==> config.mk <==
export PLATFORM = sky130hd
export DESIGN_NAME = fix_div_seq
export DESIGN_NICKNAME = d
export VERILOG_FILES = /design/src/rtl/fix_div_seq.sv
export SDC_FILE = /design/constraint.sdc
export NUM_CORES = 1
export LEC_CHECK = 0
export ABC_AREA = 1
export CORE_MARGIN = 4
export CORE_UTILIZATION = 50
export CTS_CLUSTER_SIZE = 40
export DETAILED_ROUTE_END_ITERATION = 8
export PLACE_DENSITY = 0.77
export SYNTH_ARGS = -nofsm -noshare
export SYNTH_HDL_FRONTEND = slang
export SYNTH_SLANG_ARGS = --single-unit
==> constraint.sdc <==
create_clock -name clk -period 2.1 [get_ports clk]
set_input_delay 0.525 -clock clk [delete_from_list [all_inputs] [get_ports clk]]
set_output_delay 0.525 -clock clk [all_outputs]
set_load 0.005 [all_outputs]
==> src/rtl/fix_div_seq.sv <==
// Sequential signed fixed-point divider: quotient = (a <<< FRAC_BITS) / b, one restoring step per clock.
// Optional rounding (half away from zero) is enabled by defining FIX_DIV_ROUND_EN; default truncates.
//
// state | meaning
// IDLE  | waiting for operands, in_ready high
// CALC  | W restoring iterations, MSB first
// FIX   | magnitude -> signed result with saturation
// DONE  | result held until out_valid & out_ready
module fix_div_seq #(
    parameter int INT_BITS   = 12,
    parameter int FRAC_BITS  = 4,
    parameter int TOTAL_BITS = INT_BITS + FRAC_BITS
) (
    input  logic                  clk,
    input  logic                  rst_n,
    input  logic                  in_valid,
    output logic                  in_ready,
    input  logic [TOTAL_BITS-1:0] a,
    input  logic [TOTAL_BITS-1:0] b,
    output logic                  out_valid,
    input  logic                  out_ready,
    output logic [TOTAL_BITS-1:0] quotient,
    output logic                  div_zero,
    output logic                  ovf
);

    localparam int W  = TOTAL_BITS + FRAC_BITS;
    localparam int CW = $clog2(W + 1);
    localparam int MSB = TOTAL_BITS - 1;

    localparam logic [TOTAL_BITS-1:0] MIN_V = {1'b1, {(TOTAL_BITS-1){1'b0}}};
    localparam logic [TOTAL_BITS-1:0] MAX_V = {1'b0, {(TOTAL_BITS-1){1'b1}}};
    localparam logic [W:0] MAG_MAX = {{(FRAC_BITS+1){1'b0}}, 1'b0, {(TOTAL_BITS-1){1'b1}}};
    localparam logic [W:0] MAG_MIN = {{(FRAC_BITS+1){1'b0}}, 1'b1, {(TOTAL_BITS-1){1'b0}}};

    typedef enum logic [1:0] {IDLE, CALC, FIX, DONE} state_t;

    state_t                state_q;
    logic [W-1:0]          dvd_q;
    logic [W-1:0]          quo_q;
    logic [TOTAL_BITS-1:0] div_q;
    logic [TOTAL_BITS-1:0] rem_q;
    logic [CW-1:0]         cnt_q;
    logic                  sign_q;
    logic [TOTAL_BITS-1:0] quotient_q;
    logic                  div_zero_q;
    logic                  ovf_q;
    logic                  out_valid_q;

    logic [TOTAL_BITS-1:0] abs_a;
    logic [TOTAL_BITS-1:0] abs_b;
    logic [TOTAL_BITS:0]   rem_sh;
    logic                  trial_ge;
    logic [TOTAL_BITS-1:0] rem_sub;
    logic                  round_inc;
    logic [W:0]            mag_r;
    logic [TOTAL_BITS-1:0] mag_lo;
    logic [TOTAL_BITS-1:0] mag_neg;
    logic                  sat_pos;
    logic                  sat_neg;

    // |MIN| wraps to itself, which is the correct unsigned magnitude
    assign abs_a = a[MSB] ? -a : a;
    assign abs_b = b[MSB] ? -b : b;

    assign rem_sh   = {rem_q, dvd_q[W-1]};
    assign trial_ge = (rem_sh >= {1'b0, div_q});
    assign rem_sub  = rem_sh[TOTAL_BITS-1:0] - div_q;

`ifdef FIX_DIV_ROUND_EN
    assign round_inc = ({rem_q, 1'b0} >= {1'b0, div_q});
`else
    assign round_inc = 1'b0;
`endif

    assign mag_r   = {1'b0, quo_q} + {{W{1'b0}}, round_inc};
    assign mag_lo  = mag_r[TOTAL_BITS-1:0];
    assign mag_neg = -mag_lo;
    assign sat_pos = !sign_q && (mag_r > MAG_MAX);
    assign sat_neg = sign_q && (mag_r > MAG_MIN);

    always_ff @(posedge clk or negedge rst_n) begin
        if (!rst_n) begin
            state_q     <= IDLE;
            dvd_q       <= '0;
            quo_q       <= '0;
            div_q       <= '0;
            rem_q       <= '0;
            cnt_q       <= '0;
            sign_q      <= 1'b0;
            quotient_q  <= '0;
            div_zero_q  <= 1'b0;
            ovf_q       <= 1'b0;
            out_valid_q <= 1'b0;
        end else begin
            case (state_q)
                IDLE: begin
                    if (in_valid) begin
                        sign_q <= a[MSB] ^ b[MSB];
                        dvd_q  <= {abs_a, {FRAC_BITS{1'b0}}};
                        div_q  <= abs_b;
                        rem_q  <= '0;
                        quo_q  <= '0;
                        cnt_q  <= CW'(W - 1);
                        if (b == '0) begin
                            quotient_q <= a[MSB] ? MIN_V : MAX_V;
                            div_zero_q <= 1'b1;
                            ovf_q      <= 1'b0;
                            state_q    <= DONE;
                        end else begin
                            state_q <= CALC;
                        end
                    end
                end
                CALC: begin
                    rem_q <= trial_ge ? rem_sub : rem_sh[TOTAL_BITS-1:0];
                    quo_q <= {quo_q[W-2:0], trial_ge};
                    dvd_q <= {dvd_q[W-2:0], 1'b0};
                    if (cnt_q == '0) begin
                        state_q <= FIX;
                    end else begin
                        cnt_q <= cnt_q - 1'b1;
                    end
                end
                FIX: begin
                    div_zero_q <= 1'b0;
                    if (sat_pos) begin
                        quotient_q <= MAX_V;
                        ovf_q      <= 1'b1;
                    end else if (sat_neg) begin
                        quotient_q <= MIN_V;
                        ovf_q      <= 1'b1;
                    end else begin
                        quotient_q <= sign_q ? mag_neg : mag_lo;
                        ovf_q      <= 1'b0;
                    end
                    state_q <= DONE;
                end
                DONE: begin
                    // out_valid trails DONE entry by one edge; IDLE only after the handshake
                    if (out_valid_q && out_ready) begin
                        out_valid_q <= 1'b0;
                        state_q     <= IDLE;
                    end else begin
                        out_valid_q <= 1'b1;
                    end
                end
                default: state_q <= IDLE;
            endcase
        end
    end

    assign in_ready  = (state_q == IDLE);
    assign out_valid = out_valid_q;
    assign quotient  = quotient_q;
    assign div_zero  = div_zero_q;
    assign ovf       = ovf_q;

endmodule
# Word-level counts from Yosys, hierarchy flattened
# Index checks and enable logic that the tools add are counted.
# word_totals
out_inout_bits,20
input_bits,36
register_bits,99
# op_classes
n_reduce_logical,14
n_bitwise,1
mux,33
addsub,5
eq_ne,8
order_cmp,3
# ops
cell,count
$mux W16,10
$pmux W20 S2,2
$pmux W16 S2,2
$neg A16 Y16,3
$mux W20,2
$gt A20 B15 Y1 const B,1
$gt A20 B16 Y1 const B,1
$ge A17 B16 Y1,1
$logic_not A16 Y1,1
$sub A16 B16 Y16,1
$mux W5,2
$pmux W5 S2,1
$reduce_and A3 Y1,3
$mux W2,4
$ne A2 B2 Y1 const B,4
$pmux W2 S4,1
$mux W1,7
$logic_not A5 Y1,1
$sub A5 B1 Y5 const B,1
$eq A2 B2 Y1 const B,2
$pmux W1 S2,2
$reduce_and A2 Y1,2
$reduce_bool A2 Y1,2
$logic_and A1 B1 Y1,3
5 further kinds,5

# Depth between registers and ports, before layout
# logic_depth
ltp_word,5
mapped_depth,14

# Least setup slack after synthesis
# No wires, ideal clock.
# synth_path
path_type,register -> register
from,register dvd_q[19]
to,register rem_q[8]
setup_slack_ns,0.384
n_path_buf,0
stages_incl_launch_ff,14
arrival_time_ns,1.599
setup_time_ns,0.117
cell_sequence,dfrtp_1 inv_1 ha_1 fa_1 inv_1 nand3_1 nand3_1 nand2_1 nand3_1 nand2_1 nand2_1 nand2_2 nand3_1 nand2_1
# synth_via
elab_chain_cells,3
elab_cells_between_ends,4
classes_between,1 x add/sub; 1 x order compare; 2 x mux
# synth_lines
element,line_no,text
start: declaration,39,logic [W-1:0] dvd_q;
start signal: assignment,100,"dvd_q <= {abs_a, {FRAC_BITS{1'b0}}};"
start signal: assignment,118,"dvd_q <= {dvd_q[W-2:0], 1'b0};"
$sub A16 B16 Y16 or $ge A17 B16 Y1 (tied branches),"68, 67",
$mux W16 *,116,rem_q <= trial_ge ? rem_sub : rem_sh[TOTAL_BITS-1:0];
$pmux W16 S2 *,96,case (state_q)
end signal: assignment,116,
end: declaration,42,logic [TOTAL_BITS-1:0] rem_q;
# Mark *: on every way between the ends. The rest lies on a longest branch, timed or not.
# A chain may end at the register's enable or synchronous reset.

# Final worst setup path
# layout_path
from,register div_q[9]
to,register rem_q[7]
# layout_via
elab_chain_cells,3
# layout_lines
element,line_no,text
start: declaration,41,logic [TOTAL_BITS-1:0] div_q;
start signal: assignment,101,div_q <= abs_b;
$ge A17 B16 Y1,67,"assign trial_ge = (rem_sh >= {1'b0, div_q});"
$mux W16,116,
$pmux W16 S2,96,
# Every way passes these cells.

==> key figures <==
Synthesis
  – Synth top area share: 34.9%
  – Post-Syn Instances: 1008
  – Netlist cell types: 42
  – #FFs+latches synth: 95
  – Synthesized cell area: 6810 µm²
  – Register area share after synthesis: 34.9%
  – Top cells by area, synth: dfrtp_1 (35%), nand2_1 (17%), inv_1 (7.6%), nand3_1 (6.9%), ha_1 (4.6%)
  – Dominant cell type by area after synthesis: dfrtp_1
  – YS warnings: 0
  – Avg Synthesized Cell Area: 6.76 µm²
  – Post-synth top flop: dfrtp_1
  – Syn_nets: 1070
  – EDFF count, synth: 0
  – Post-synthesis async set-or-reset flop share: 100%

Critical path
  – Reg2Reg Launch Point: div_q[9]
  – Critical path launch point type: flop
  – Req. time, crit path: 2.33 ns
  – Worst r2r dst: rem_q[7]
  – Setup slack, reg-to-reg: 0.12 ns
  – Worst Setup Path Type: flop to flop
  – Critical Path Sink Type: flop
  – CP arrival: 2.22 ns
  – Worst-path fanout max: 11
  – Critical-path cell with the highest stage delay: ha_1
  – CP peak stage delay: 0.42 ns
  – Buf/Inv on CP: 3
  – Crit path cell chain: inv_1 -> ha_1 -> nand2_1 -> inv_1 -> nand2_1 -> nor3_4 -> nand2_4 -> nand2_8 -> buf_12 -> nand2_2 -> nand3_1 -> nand2_1
  – Crit path top cell by count: nand2_1
  – Crit-path leading delay family: simple AND/OR/NAND/NOR gates
  – Worst R2R Path Depth: 12

Min path
  – HP Class: input port to asynchronous set/reset pin

Power and ir drop
  – VDD IR max: 0.848 mV
  – Sw Share: 48.4%
  – Sequential power share: 22.1%
  – P_sw: 6.58 mW
  – Clk pwr share: 13.3%
  – Static leakage: 4.47 nW
  – Internal power: 7.02 mW
  – Power per cell area: 1640 nW/µm²
  – Logic pwr share: 64.6%

Floorplanning
  – DIE AREA: 15600 µm²
  – Num rows: 42
  – CORE AREA: 13300 µm²
  – Io pins: 56
  – Die Wd: 125 µm
  – Initial Util: 51.3%
  – Chip Height: 125 µm

CTS
  – CTS Buffer Depth: 2
  – Skew-Pair Late Insertion Delay: 0.35 ns
  – Clock Tree Root: clkbuf_16
  – Post-CTS Hold Buffers: 0
  – Htree depth: 3
  – Sink Count: 95
  – CTS tree: yes
  – CTS Buf Count: 9
  – Clock slew at reported path FFs: 0.07 ns

Global route
  – First-pass GRT wire length: 29.8 mm
  – Met3 usage: 3.86%
  – GRT Residual Overflow: 0
  – Initial antenna violation count: 0
  – Pin count of the biggest net entering global routing: 96
  – Vias in the first global route: 6304
  – GRT met2 Usage: 36.0%
  – Global-route usage over all layers: 22.9%
  – GR peak layer: met2
  – Met1 global-route usage: 32.3%

Routing
  – Drt pass-1 iters: 5
  – Vias per Instance: 5.19
  – DR iter-0 viols: 551
  – Vias: 6660
  – ANT nets after route: 0
  – # DRC: 0
  – Routed WL: 17.4 mm
  – Avg WL per Cell: 13.5 µm

STA
  – Worst relative slew slack: 65.4%
  – Tcrit/Tclk final: 94.4%
  – Hold_ws: 0.196 ns
  – Worst-margin pin slew: 0.518 ns
  – Fin Setup TNS: 0 ns
  – Clock skew: 0.00826 ns
  – Minimum clock period: 1.98 ns
  – Peak Freq: 0.504 GHz
  – Final hold viol count: 0
  – Final setup fails: 0
  – Count of final max-slew check failures: 0

Placement
  – Final estimated routing congestion in global placement: 0.932
  – Port bufs: 55
  – Detailed placement HPWL: 13.2 mm
  – Dpl cell area: 7870 µm²

Layout
  – Final #Nets: 1164
  – Area delta synth->final: 21.9%
  – Layout fillers: 1211
  – Final Cell Area: 8310 µm²
  – Layout cell share with drive strength beyond 1: 14.6%
  – Diodes inserted: 0

Status
  – Status: complete, no violations

Job
  – Max-cap viol count: 0
## Yosys cell counts (2+ instances only)
cell type / number
nor2_2: 4
ha_1: 25
nand2_2: 27
nand3b_1: 12
nor2_4: 5
dfrtp_1: 95
clkbuf_1: 12
xnor2_1: 7
buf_6: 2
inv_2: 20
o31ai_1: 2
inv_1: 138
nand3_2: 6
nand3_1: 94
buf_4: 3
nor3_1: 10
o22ai_1: 20
o21ai_1: 2
nand4_1: 12
buf_1: 2
nor3_2: 2
xor2_1: 16
nand2_1: 317
o21ai_0: 54
buf_2: 7
nor2_1: 75
a21oi_1: 24
## per-layer routing
metal,vias up,wire length (µm)
met5,-,0
met4,0,334
met3,27,846
met2,183,8120
met1,3072,8060
li1,3378,-
## worst register-to-register path, cell delays in order (launching register included)
cell and delay [ns]:
dfrtp_1 0.33, inv_1 0.08, ha_1 0.42, nand2_1 0.10, inv_1 0.09, nand2_1 0.13
nor3_4 0.17, nand2_4 0.10, nand2_8 0.10, buf_12 0.15, nand2_2 0.05, nand3_1 0.08
nand2_1 0.07
## stage by stage
stage                     cells  setup WS (ns)  total power [mW]  utilization (%)
after floorplan            1008          0.384              9.24                -
after global placement     1263         -0.176              11.3             59.2
after detailed placement   1263         -0.254              11.5             59.2
after CTS                  1281         0.0123              13.4             61.9
after global routing       1283        -0.0159              15.0             62.5
final                      1283          0.117              13.6             62.5
## cell type report
type / instances / area (µm²) / share of cell area, %
clock buffers: 9 / 225 / 2.71
clock inverters: 7 / 104 / 1.25
multi-input cells: 727 / 3750 / 45.2
repair buffers: 111 / 1030 / 12.4
flip-flops and latches: 95 / 2380 / 28.6
well taps: 176 / 220 / 2.65
inverters: 158 / 593 / 7.14
## power by group through the flow
| stage | Sequential (mW) | Clock [mW] | Combinational (mW) |
|---|---|---|---|
| after detailed placement | 3.03 | 0 | 8.44 |
| after global routing | 3.09 | 1.93 | 9.97 |
| final | 3.01 | 1.80 | 8.79 |
| after CTS | 3.00 | 1.83 | 8.58 |
| after floorplan | 2.93 | 0 | 6.31 |
| after global placement | 3.01 | 0 | 8.29 |
## how the worst max path moves through the flow
stage	start	endpoint	slack [ns]	cells past startpoint
finish	div_q[9]	rem_q[7]	0.12	12
global route	b[0]	quotient[12]	-0.02	12
CTS	state_q[0]	in_ready	0.01	3
detailed placement	b[0]	quotient[14]	-0.25	11
global placement	b[0]	quotient[8]	-0.18	13
floorplan	dvd_q[19]	rem_q[8]	0.38	13
## state kept, by name, summed over array words and instances (netlist names)
| name | flops |
|---|---|
| quo_q | 20 |
| div_zero | 1 |
| out_valid | 1 |
| div_q | 16 |
| sign_q | 1 |
| quotient | 16 |
| ovf | 1 |
| cnt_q | 5 |
| state_q | 2 |
| dvd_q | 16 |
| rem_q | 16 |
## repair_timing
item,in CTS,in global routing
buffers inserted,2,2
resized for setup,4,17
setup endpoints to repair,1,29
pin swaps,1,3
## logic make-up (layout without fill, tap and decap cells)
| family | after synthesis | in the layout | synth area share [%] |
|---|---|---|---|
| buffers and inverters | 186 | 285 | 11.1 |
| AOI/OAI and AO/OA | 106 | 106 | 8.37 |
| xor gates and xnor gates | 23 | 23 | 2.96 |
| adders and majority gates | 26 | 26 | 4.88 |
| DFF | 95 | 95 | 34.9 |
| and+or+nand+nor | 572 | 572 | 37.8 |
## placed cells by master, fill, tap and decap left out, types with 7 or more instances in the layout
| master | Yosys | layout |
|---|---|---|
| a21oi_1 | 24 | 23 |
| buf_4 | 3 | 52 |
| clkbuf_16 | 0 | 9 |
| clkdlybuf4s50_1 | 0 | 53 |
| dfrtp_1 | 95 | 95 |
| ha_1 | 25 | 17 |
| inv_1 | 138 | 134 |
| inv_2 | 20 | 24 |
| nand2_1 | 317 | 315 |
| nand2_2 | 27 | 29 |
| nand3_1 | 94 | 92 |
| nand3_2 | 6 | 8 |
| nand3b_1 | 12 | 12 |
| nand4_1 | 12 | 12 |
| nor2_1 | 75 | 73 |
| nor3_1 | 10 | 10 |
| o21ai_0 | 54 | 54 |
| o22ai_1 | 20 | 20 |
| xnor2_1 | 7 | 7 |
| xor2_1 | 16 | 16 |
Power figures use the tool's default switching activity.
